[config.mk]
export PLATFORM = sky130hd
export DESIGN_NAME = seq_multiplier
export DESIGN_NICKNAME = d
export VERILOG_FILES = /design/src/rtl/seq_mul_pkg.sv /design/src/rtl/mul_abs_neg.sv /design/src/rtl/seq_multiplier.sv
export SDC_FILE = /design/constraint.sdc
export NUM_CORES = 1
export LEC_CHECK = 0
export BUFFER_PORTS_ARGS = -buffer_cell sky130_fd_sc_hd__buf_2
export CAP_MARGIN = 20
export CORE_MARGIN = 8
export CORE_UTILIZATION = 55
export CTS_CLUSTER_SIZE = 14
export DETAILED_ROUTE_END_ITERATION = 6
export HOLD_SLACK_MARGIN = 0.05
export PLACE_DENSITY = 0.76
export RECOVER_POWER = 25
export SLEW_MARGIN = 20
export SYNTH_ARGS = -nofsm -noshare
export SYNTH_HDL_FRONTEND = slang
export SYNTH_SLANG_ARGS = --single-unit
export TNS_END_PERCENT = 20
[constraint.sdc]
create_clock -name clk -period 4 [get_ports clk]
set_input_delay 0.8 -clock clk [delete_from_list [all_inputs] [get_ports clk]]
set_output_delay 0.8 -clock clk [all_outputs]
set_load 0.01 [all_outputs]
[src/rtl/seq_mul_pkg.sv]
// Shared definitions for the iterative shift-add multiplier.
package seq_mul_pkg;

  localparam logic [1:0] ST_IDLE = 2'd0;
  localparam logic [1:0] ST_RUN  = 2'd1;
  localparam logic [1:0] ST_DONE = 2'd2;

  typedef enum logic [1:0] {
    IDLE = ST_IDLE,
    RUN  = ST_RUN,
    DONE = ST_DONE
  } state_t;

endpackage

[src/rtl/mul_abs_neg.sv]
// Conditional two's-complement negate: y = neg ? -x : x, wrapping modulo 2^W.
module mul_abs_neg #(
  parameter int W = 8
) (
  input  logic [W-1:0] x,
  input  logic         neg,
  output logic [W-1:0] y
);

  assign y = neg ? (~x + W'(1)) : x;

endmodule

[src/rtl/seq_multiplier.sv]
// Iterative shift-add multiplier, one partial product per clock, with
// valid/ready handshakes on operands and product; signed via magnitude + sign fix.
module seq_multiplier
  import seq_mul_pkg::*;
#(
  parameter int WIDTH = 8,
  parameter int CNT_W = $clog2(WIDTH + 1)
) (
  input  logic               clk,
  input  logic               rst,
  input  logic               in_valid,
  output logic               in_ready,
  input  logic [WIDTH-1:0]   a,
  input  logic [WIDTH-1:0]   b,
  input  logic               signed_mode,
  output logic               out_valid,
  input  logic               out_ready,
  output logic [2*WIDTH-1:0] product,
  output logic               busy
);

  state_t             state_reg;
  logic [WIDTH-1:0]   ma_reg;
  logic [WIDTH-1:0]   mb_reg;
  logic               neg_reg;
  logic [2*WIDTH:0]   acc_reg;
  logic [CNT_W-1:0]   cnt_reg;
  logic [2*WIDTH-1:0] product_reg;
  logic               out_valid_reg;
  logic               in_ready_reg;
  logic               busy_reg;

  logic [WIDTH-1:0]   a_mag;
  logic [WIDTH-1:0]   b_mag;
  logic [WIDTH:0]     acc_hi;
  logic [2*WIDTH:0]   acc_step;
  logic [2*WIDTH-1:0] product_fixed;
  logic               last_iter;

  mul_abs_neg #(.W(WIDTH)) u_abs_a (
    .x   (a),
    .neg (signed_mode & a[WIDTH-1]),
    .y   (a_mag)
  );

  mul_abs_neg #(.W(WIDTH)) u_abs_b (
    .x   (b),
    .neg (signed_mode & b[WIDTH-1]),
    .y   (b_mag)
  );

  // Upper half is one bit wider than an operand so the add never overflows.
  assign acc_hi    = acc_reg[2*WIDTH:WIDTH] + {1'b0, (mb_reg[0] ? ma_reg : '0)};
  assign acc_step  = {acc_hi, acc_reg[WIDTH-1:0]} >> 1;
  assign last_iter = (cnt_reg == CNT_W'(WIDTH - 1));

  // Sign fix applies to the value being produced on the final RUN edge.
  mul_abs_neg #(.W(2*WIDTH)) u_fix (
    .x   (acc_step[2*WIDTH-1:0]),
    .neg (neg_reg),
    .y   (product_fixed)
  );

  always_ff @(posedge clk) begin
    if (rst) begin
      state_reg     <= IDLE;
      ma_reg        <= '0;
      mb_reg        <= '0;
      neg_reg       <= 1'b0;
      acc_reg       <= '0;
      cnt_reg       <= '0;
      product_reg   <= '0;
      out_valid_reg <= 1'b0;
      in_ready_reg  <= 1'b1;
      busy_reg      <= 1'b0;
    end else begin
      case (state_reg)
        IDLE: begin
          if (in_valid) begin
            ma_reg       <= a_mag;
            mb_reg       <= b_mag;
            neg_reg      <= signed_mode & (a[WIDTH-1] ^ b[WIDTH-1]);
            acc_reg      <= '0;
            cnt_reg      <= '0;
            in_ready_reg <= 1'b0;
            busy_reg     <= 1'b1;
            state_reg    <= RUN;
          end
        end
        RUN: begin
          acc_reg <= acc_step;
          mb_reg  <= mb_reg >> 1;
          cnt_reg <= cnt_reg + CNT_W'(1);
          if (last_iter) begin
            product_reg   <= product_fixed;
            out_valid_reg <= 1'b1;
            state_reg     <= DONE;
          end
        end
        DONE: begin
          if (out_ready) begin
            out_valid_reg <= 1'b0;
            in_ready_reg  <= 1'b1;
            busy_reg      <= 1'b0;
            state_reg     <= IDLE;
          end
        end
        default: begin
          out_valid_reg <= 1'b0;
          in_ready_reg  <= 1'b1;
          busy_reg      <= 1'b0;
          state_reg     <= IDLE;
        end
      endcase
    end
  end

  assign in_ready  = in_ready_reg;
  assign out_valid = out_valid_reg;
  assign product   = product_reg;
  assign busy      = busy_reg;

endmodule

# --- Yosys cells after proc, flatten, opt, wreduce, memory -nomap -nowiden ---
# Cells that the tools add are included.
word_totals:
  ff_bits: 59
  input_bits: 21
  out_inout_bits: 19
  word_cells: 60
classes:
  addsub: 5
  eq_ne: 6
  mux: 22
  bitwise_logic: 9
  reduce_logical: 8
ops:
  columns: ["op", "n"]
  rows:
  - ["17-bit one-hot mux with 2 select lines", 1]
  - ["8-bit 2-to-1 mux", 4]
  - ["17-bit 2-to-1 mux", 1]
  - ["16-bit by 1-bit adder with 16-bit output, second input constant", 1]
  - ["8-bit by 1-bit adder with 8-bit output, second input constant", 2]
  - ["16-bit 2-to-1 mux", 1]
  - ["16-bit NOT", 1]
  - ["8-bit NOT", 2]
  - ["8-bit one-hot mux with 2 select lines", 1]
  - ["9-bit by 8-bit adder with 9-bit output", 1]
  - ["1-bit one-hot mux with 3 select lines", 3]
  - ["3-bit AND reduction", 3]
  - ["4-bit one-hot mux with 2 select lines", 1]
  - ["2-bit 2-to-1 mux", 3]
  - ["2-bit inequality test, second input constant", 3]
  - ["2-bit one-hot mux with 3 select lines", 1]
  - ["2-bit AND reduction", 3]
  - ["1-bit 2-to-1 mux", 5]
  - ["4-bit by 1-bit adder with 4-bit output, second input constant", 1]
  - ["4-bit by 3-bit equality test with 1-bit output, second input constant", 1]
  - ["4-bit 2-to-1 mux", 1]
  - ["1-bit AND", 3]
  - ["2-bit by 1-bit equality test with 1-bit output, second input constant", 1]
  - ["2-bit equality test, second input constant", 1]
  - ["other kinds (4)", 5]

# --- Logic depth before layout (Yosys ltp) ---
# Gate-level depths: netlist of the first run.
depth:
  depth_word: 5
  ltp_mapped: 9

# --- Modules after synthesis ---
# From an unflattened synthesis of the first run, not the netlist that was laid out.
hier_totals:
  cells_unflattened: 400
  hier_area_um2: 3225.6
by_module_without_submodules:
  columns: ["mod", "n_inst", "cells_per_inst", "area_per_inst_um2", "seq_area_each_um2"]
  rows:
  - ["seq_multiplier", 1, 310, 2527.4, 1141.1]
  - ["mul_abs_neg (u_fix)", 1, 48, 355.3, 0.0]
  - ["mul_abs_neg (u_abs_a ...)", 2, 21, 171.4, 0.0]

# --- Worst setup path after synthesis of the first run ---
# Ideal clock, no wire load.
synth_path:
  kind: "register to register"
  startpoint: "reg mb_reg[0]"
  endpoint: "reg product_reg[14] (netlist: product[14])"
  setup_ns: 0.093
  arrival_time_ns: 2.788
  required_time_ns: 3.907
  setup_slack_ns: 1.119
  path_stages_with_launch: 9
  path_buffers: 0
  path_cell_list: "dfxtp_1 and2_1 ha_1 fa_1 or4_4 or3_4 o31ai_4 or3b_1 o311ai_2"
synth_via:
  elab_chain_len: 5
synth_lines:
  columns: ["element", "line", "rtl"]
  rows:
  - ["from (decl)", "seq_multiplier.sv:24", "logic [WIDTH-1:0] mb_reg;"]
  - ["from (signal assigned)", "seq_multiplier.sv:81", "mb_reg <= b_mag;"]
  - ["from (signal assigned)", "seq_multiplier.sv:92", "mb_reg <= mb_reg >> 1;"]
  - ["8-bit 2-to-1 mux (*)", "seq_multiplier.sv:53", "assign acc_hi = acc_reg[2*WIDTH:WIDTH] + {1'b0, (mb_reg[0] ? ma_reg : '0)};"]
  - ["9-bit by 8-bit adder with 9-bit output (*)", "seq_multiplier.sv:53", null]
  - ["16-bit NOT", "mul_abs_neg.sv:10", "assign y = neg ? (~x + W'(1)) : x;"]
  - ["16-bit by 1-bit adder with 16-bit output", "mul_abs_neg.sv:10", null]
  - ["16-bit 2-to-1 mux (*)", "mul_abs_neg.sv:10", null]
  - ["to (signal assigned)", "seq_multiplier.sv:95", "product_reg <= product_fixed;"]
  - ["to (decl)", "seq_multiplier.sv:28", "logic [2*WIDTH-1:0] product_reg;"]
# Mark *: on every way between the ends. The rest lies on a longest branch, timed or not.
# A chain may end at the register's enable or synchronous reset.

# --- Worst setup path after layout of the first run ---
# Ends and elaborated chain as after synthesis.

==> results of run 1 <==
final timing paths:
| check | endpoint | slack [ns] | cells after the start |
|---|---|---|---|
| worst min-delay path | ma_reg[0]$_SDFFE_PP0P_ | 0.46 | 2 |
| worst min register to register | ma_reg[0]$_SDFFE_PP0P_ | 0.46 | 2 |
| worst max register to register | product[14]$_SDFFE_PP0P_ | 0.98 | 8 |
| worst max-delay path | product[14]$_SDFFE_PP0P_ | 0.98 | 8 |
worst min-delay path: cells and delay by family, from the launching register on:
family,cells,cell delay [ns]
AOI/OAI and AO/OA,1,0.05
DFF,1,0.31
and+or+nand+nor,1,0.05
power breakdown:
| group | internal, uW | leakage, uW | switching [uW] | total, uW |
|---|---|---|---|---|
| Sequential | 585 | 0.000463 | 12.7 | 597 |
| Combinational | 48.4 | 0.000879 | 79.9 | 128 |
| Clock | 256 | 0.0000932 | 215 | 470 |
| Total | 889 | 0.00144 | 307 | 1200 |
routing by layer:
metal / global-route usage / up-vias
met1: 0.206 / 1292
met3: 0.0477 / 8
li1: - / 1462
met4: 0.0900 / 0
met2: 0.247 / 67
met5: 0 / -
cell families (layout without fill, tap and decap cells):
| group | count (synthesis) | after routing | synth area share |
|---|---|---|---|
| AOI/OAI and AO/OA | 110 | 110 | 0.233 |
| xor gates and xnor gates | 24 | 24 | 0.0671 |
| adders and majority gates | 13 | 13 | 0.0544 |
| buffers and inverters | 34 | 69 | 0.0420 |
| DFF | 57 | 57 | 0.365 |
| muxes | 2 | 2 | 0.00640 |
| and+or+nand+nor | 151 | 151 | 0.233 |
layout make-up:
type                       instances  area, um^2
clock inverter                     3        15.0
multi-input combinational        300        1860
sequential                        57        1140
tap                               72        90.1
clock buffer                      13         159
inverter                          11        41.3
fill                             504        1990
timing repair buffer              42         213
per-stage QoR:
step                      cells  hold WS, ns
after floorplan             391        0.432
after detailed placement    482        0.451
after global placement      482        0.441
after global routing        498        0.480
after CTS                   498        0.459
final                       498        0.457
placed cells by master, fill, tap and decap left out, types with 4 or more instances in the layout:
master and instances:
a211oi_1 16, inv_1 11, clkbuf_8 11, clkbuf_1 4
buf_2 38, o21ai_0 11, xnor2_1 6, dfxtp_1 57
and2_1 8, ha_1 12, nor3_1 7, nor4_1 4
nor2_1 47, a21oi_1 43, nand2b_1 4, nand2_1 38
a22oi_1 8, xor2_1 18, nand3_1 22
==> flow_summary.ini, run 1 <==
[placed_design]
dpl.hpwl_um = 4870
dp_slack_ns = 0.978
numPortBuffers = 39
placed_area_um2 = 3350
place_congestion = 0.872

[drt]
routed.top_layer = met4
ant_nets = 0
drt-wirelength-per-cell_um = 13.7
wl_met3_um = 369
wl_met2_um = 3030
wl_met1_um = 3310
totalWireLength_um = 6810
via_count = 2829
drcViolationCount = 0
drt_iter0_markers = 186
first_pass_iters = 4
via_per_inst = 5.68

[die]
die_h_um = 91.4
die_w_um = 91.4
row_count = 27
dieArea_um2 = 8360
core-area_um2 = 5510
initial_core_util = 0.569
ioPinCount = 40

[cts]
cts-buffers-inserted = 9
cts_tree = yes
clk_pin_slew_ns = 0.06
cts_resized = 0
cts_root_buf = clkbuf_8
htree_levels = 3
clock-sinks = 57
post-cts-setup-buffers = 0
cts_hold_buf = 0
cts_buffer_depth = 2
clkLatencyLatePin_ns = 0.33

[finish]
largest_reg_flops = 16
fin_util = 0.639
diodes = 0
layout-drive-gt1-share = 0.150
final_nets = 455
finalInstanceArea_um2 = 3520
areaGrowthSynthToFinish_pct = 12.4

[critical_path]
crit_chain = and2_1 -> ha_1 -> fa_1 -> or4_4 -> or3_4 -> o31ai_4 -> or3b_1 -> o311ai_2
endpoint_kind = flip-flop
max_stage_delay_ns = 0.51
critPathLaunchType = flip-flop
cp.arrival_ns = 3.26
path_class = flip-flop to flip-flop
cp_top_family = simple AND/OR/NAND/NOR gates
rr_startpoint = mb_reg[0]$_SDFFE_PP0P_
slowest_stage = or4_4
crit_buf_inv = 0
critical_path.startpoint = mb_reg[0]$_SDFFE_PP0P_
cp.required_ns = 4.24
worstPathMaxFanout = 9

[timing]
fin_crit_ns = 3.02
max_slew.worst_pin.slew_ns = 2.29
worst_slack_ns = 0.983
hold_viol_final = 0
tns_ns = 0
drv_slew = 55
rsz0062_at_grt = no
period_share = 0.754
timing.fmax_ghz = 0.331
max-slew-margin-rel = -0.524
setup_violations = 0
clock_skew_ns = 0.00689

[yosys]
yosysTopAreaCellShare = 0.365
synth_common_cells = dfxtp_1, nor2_1, a21oi_1
synth_edf_count = 0
syn_inst = 391
synth_cell_types = 57
synth_ff_type = dfxtp_1
synthesis.area_um2 = 3130
yosysTopAreaCell = dfxtp_1
yosys_warnings = 0
synth_most_common_cell = dfxtp_1
yosysSeqAreaShare = 0.365
syn_nets = 425
avgSynthCellArea_um2 = 8.01
async_flop_share = 0
synth_area_leaders = dfxtp_1, a21oi_1, nor2_1
ys_ff_latch = 57

[pwr]
p_leak_uw = 0.00144
ir_drop_v = 0.000205
power_density_nw_per_um2 = 340
p_total_uw = 1200

[hold_path]
min_path_type = flip-flop to flip-flop
min_from = ma_reg[0]$_SDFFE_PP0P_

[outcome]
run_status = finished, violations left
violations = max-capacitance violations, max-slew violations

[global_route]
grt_pass1_wl_um = 11600
grt_max_degree = 55
overflow = 0
grt_pass1_vias = 2623
antenna_found_initial = 0
track_usage = 0.164

[run]
drv_cap = 1
Note: power is estimated with default switching activity, not from simulation.
==> run 2: changes to the inputs <==
Clock period 4 ns to 3.07 ns, I/O delays scaled along.
==> run 2 against run 1 <==
- the run still ends with max-capacitance violations, max-slew violations left
- design area grew 1.3%
- sequential share of layout area shrank 0.37 points
- die area is the same
- critical endpoint unchanged
==> flow_summary.ini, run 2 (synthesized netlist as in run 1, its figures left out) <==
[outcome]
run_status = finished, violations left
violations = max-capacitance violations, max-slew violations

[cts]
htree_levels = 3
cts-buffers-inserted = 9
clk_pin_slew_ns = 0.06
cts_tree = yes
clkLatencyLatePin_ns = 0.34
cts_root_buf = clkbuf_8
cts_buffer_depth = 2
clock-sinks = 57

[run]
drv_cap = 1

[pwr]
p_comb_frac = 0.108
netSwitchingFraction = 0.249
p_int_uw = 1210
p_seq_frac = 0.483
power_density_nw_per_um2 = 451
p_leak_uw = 0.00143
p_total_uw = 1610
p_switching_uw = 400
clkPwrFrac = 0.409
ir_drop_v = 0.000247

[die]
die_h_um = 91.4
die_w_um = 91.4
initial_core_util = 0.569
core-area_um2 = 5510
row_count = 27
dieArea_um2 = 8360
ioPinCount = 40

[finish]
layout_common_cells = dfxtp_1, nor2_1, a21oi_1, nand2_1, buf_2
areaGrowthSynthToFinish_pct = 13.8
largest_reg_flops = 16
final_common_cell = dfxtp_1
layout-drive-gt1-share = 0.144
fin_util = 0.647
diodes = 0
final_nets = 459

[drt]
drcViolationCount = 0
via_per_inst = 5.65
totalWireLength_um = 6900
drt_iter0_markers = 171
first_pass_iters = 4
via_count = 2837
ant_nets = 0
drt-wirelength-per-cell_um = 13.7

[timing]
clock_skew_ns = 0.00792
period_share = 0.974
drv_slew = 55
max-slew-margin-rel = -0.575
hold_viol_final = 0
fin_crit_ns = 2.99
timing.fmax_ghz = 0.334
max_slew.worst_pin.slew_ns = 2.36
rsz0062_at_grt = no
setup_violations = 0
tns_ns = 0

[critical_path]
cp.required_ns = 3.31
critPathLaunchType = flip-flop
crit_chain = and2_1 -> ha_1 -> fa_1 -> or4_4 -> or3_4 -> o31ai_4 -> or3b_1 -> o311ai_2
worstPathMaxFanout = 9
path_class = flip-flop to flip-flop
max_stage_delay_ns = 0.51
endpoint_kind = flip-flop
cp.arrival_ns = 3.23
rr_startpoint = mb_reg[0]$_SDFFE_PP0P_
cp_top_family = simple AND/OR/NAND/NOR gates
rrSetupSlack_ns = 0.08
crit_buf_inv = 0
r2r_end = product[14]$_SDFFE_PP0P_
slowest_stage = or4_4
ff2ff_path_depth = 8

[hold_path]
hold_depth = 2
min_path_type = flip-flop to flip-flop
min_from = ma_reg[0]$_SDFFE_PP0P_
min_to = ma_reg[0]$_SDFFE_PP0P_

[placed_design]
dpl.hpwl_um = 5070
place_congestion = 0.906
numPortBuffers = 39

[global_route]
grt_pass1_wl_um = 11600
grt_max_degree = 55
overflow = 0
track_usage = 0.167
antenna_found_initial = 0
grt_pass1_vias = 2614
## run 2: worst max path at each step
stage,start,endpoint,slack (ns),cells after the start
after CTS,mb_reg[0]$_SDFFE_PP0P_,product[14]$_SDFFE_PP0P_,0.04,8
after detailed placement,mb_reg[0]$_SDFFE_PP0P_,product[14]$_SDFFE_PP0P_,0.03,8
after floorplan,mb_reg[0]$_SDFFE_PP0P_,product[14]$_SDFFE_PP0P_,0.19,8
after global placement,mb_reg[0]$_SDFFE_PP0P_,product[14]$_SDFFE_PP0P_,0.12,8
after global routing,mb_reg[0]$_SDFFE_PP0P_,product[14]$_SDFFE_PP0P_,0.004,8
final,mb_reg[0]$_SDFFE_PP0P_,product[14]$_SDFFE_PP0P_,0.08,8
## run 2: through the flow
stage	cell area, um^2	worst slack, ns	hold WS [ns]	instances
after floorplan	3130	0.189	0.432	391
after global placement	3370	0.118	0.442	485
after detailed placement	3370	0.0292	0.452	485
after CTS	3560	0.0421	0.460	501
after global routing	3560	0.00445	0.475	502
final	3560	0.0790	0.457	502
## run 2: tightest hold or removal path, delay by kind of cell (launching register included)
family	cells	cell delay [ns]
AND/OR/NAND/NOR	1	0.05
AO/OA/AOI/OAI	1	0.05
flip-flops	1	0.31
## run 2: area by class of cell
cell class              count  area, um^2
clock buffers              14         183
clock inverters             2        10.0
fillers                   506        1940
inverters                  11        41.3
multi-input cells         300        1860
flip-flops and latches     57        1140
well taps                  72        90.1
repair buffers             46         231
## run 2: metal layers
layer	global-route usage	wire [um]
met1	0.205	3320
met2	0.254	3040
met3	0.0494	364
met4	0.0996	177
met5	0	0
## run 2: repair_timing
item	CTS	global route
resized for setup	1	1
gates cloned	0	0
endpoints found under the setup margin	1	2
setup buffers	0	1
hold buffers	0	0
pin swaps	0	1
## run 2: power by group through the flow
stage / sequential (uW) / clock (uW) / combinational (uW)
6_report: 776 / 657 / 174
3_5_place_dp: 792 / 0 / 172
5_1_grt: 779 / 709 / 195
2_1_floorplan: 790 / 0 / 121
4_1_cts: 776 / 670 / 173
3_3_place_gp: 791 / 0 / 169
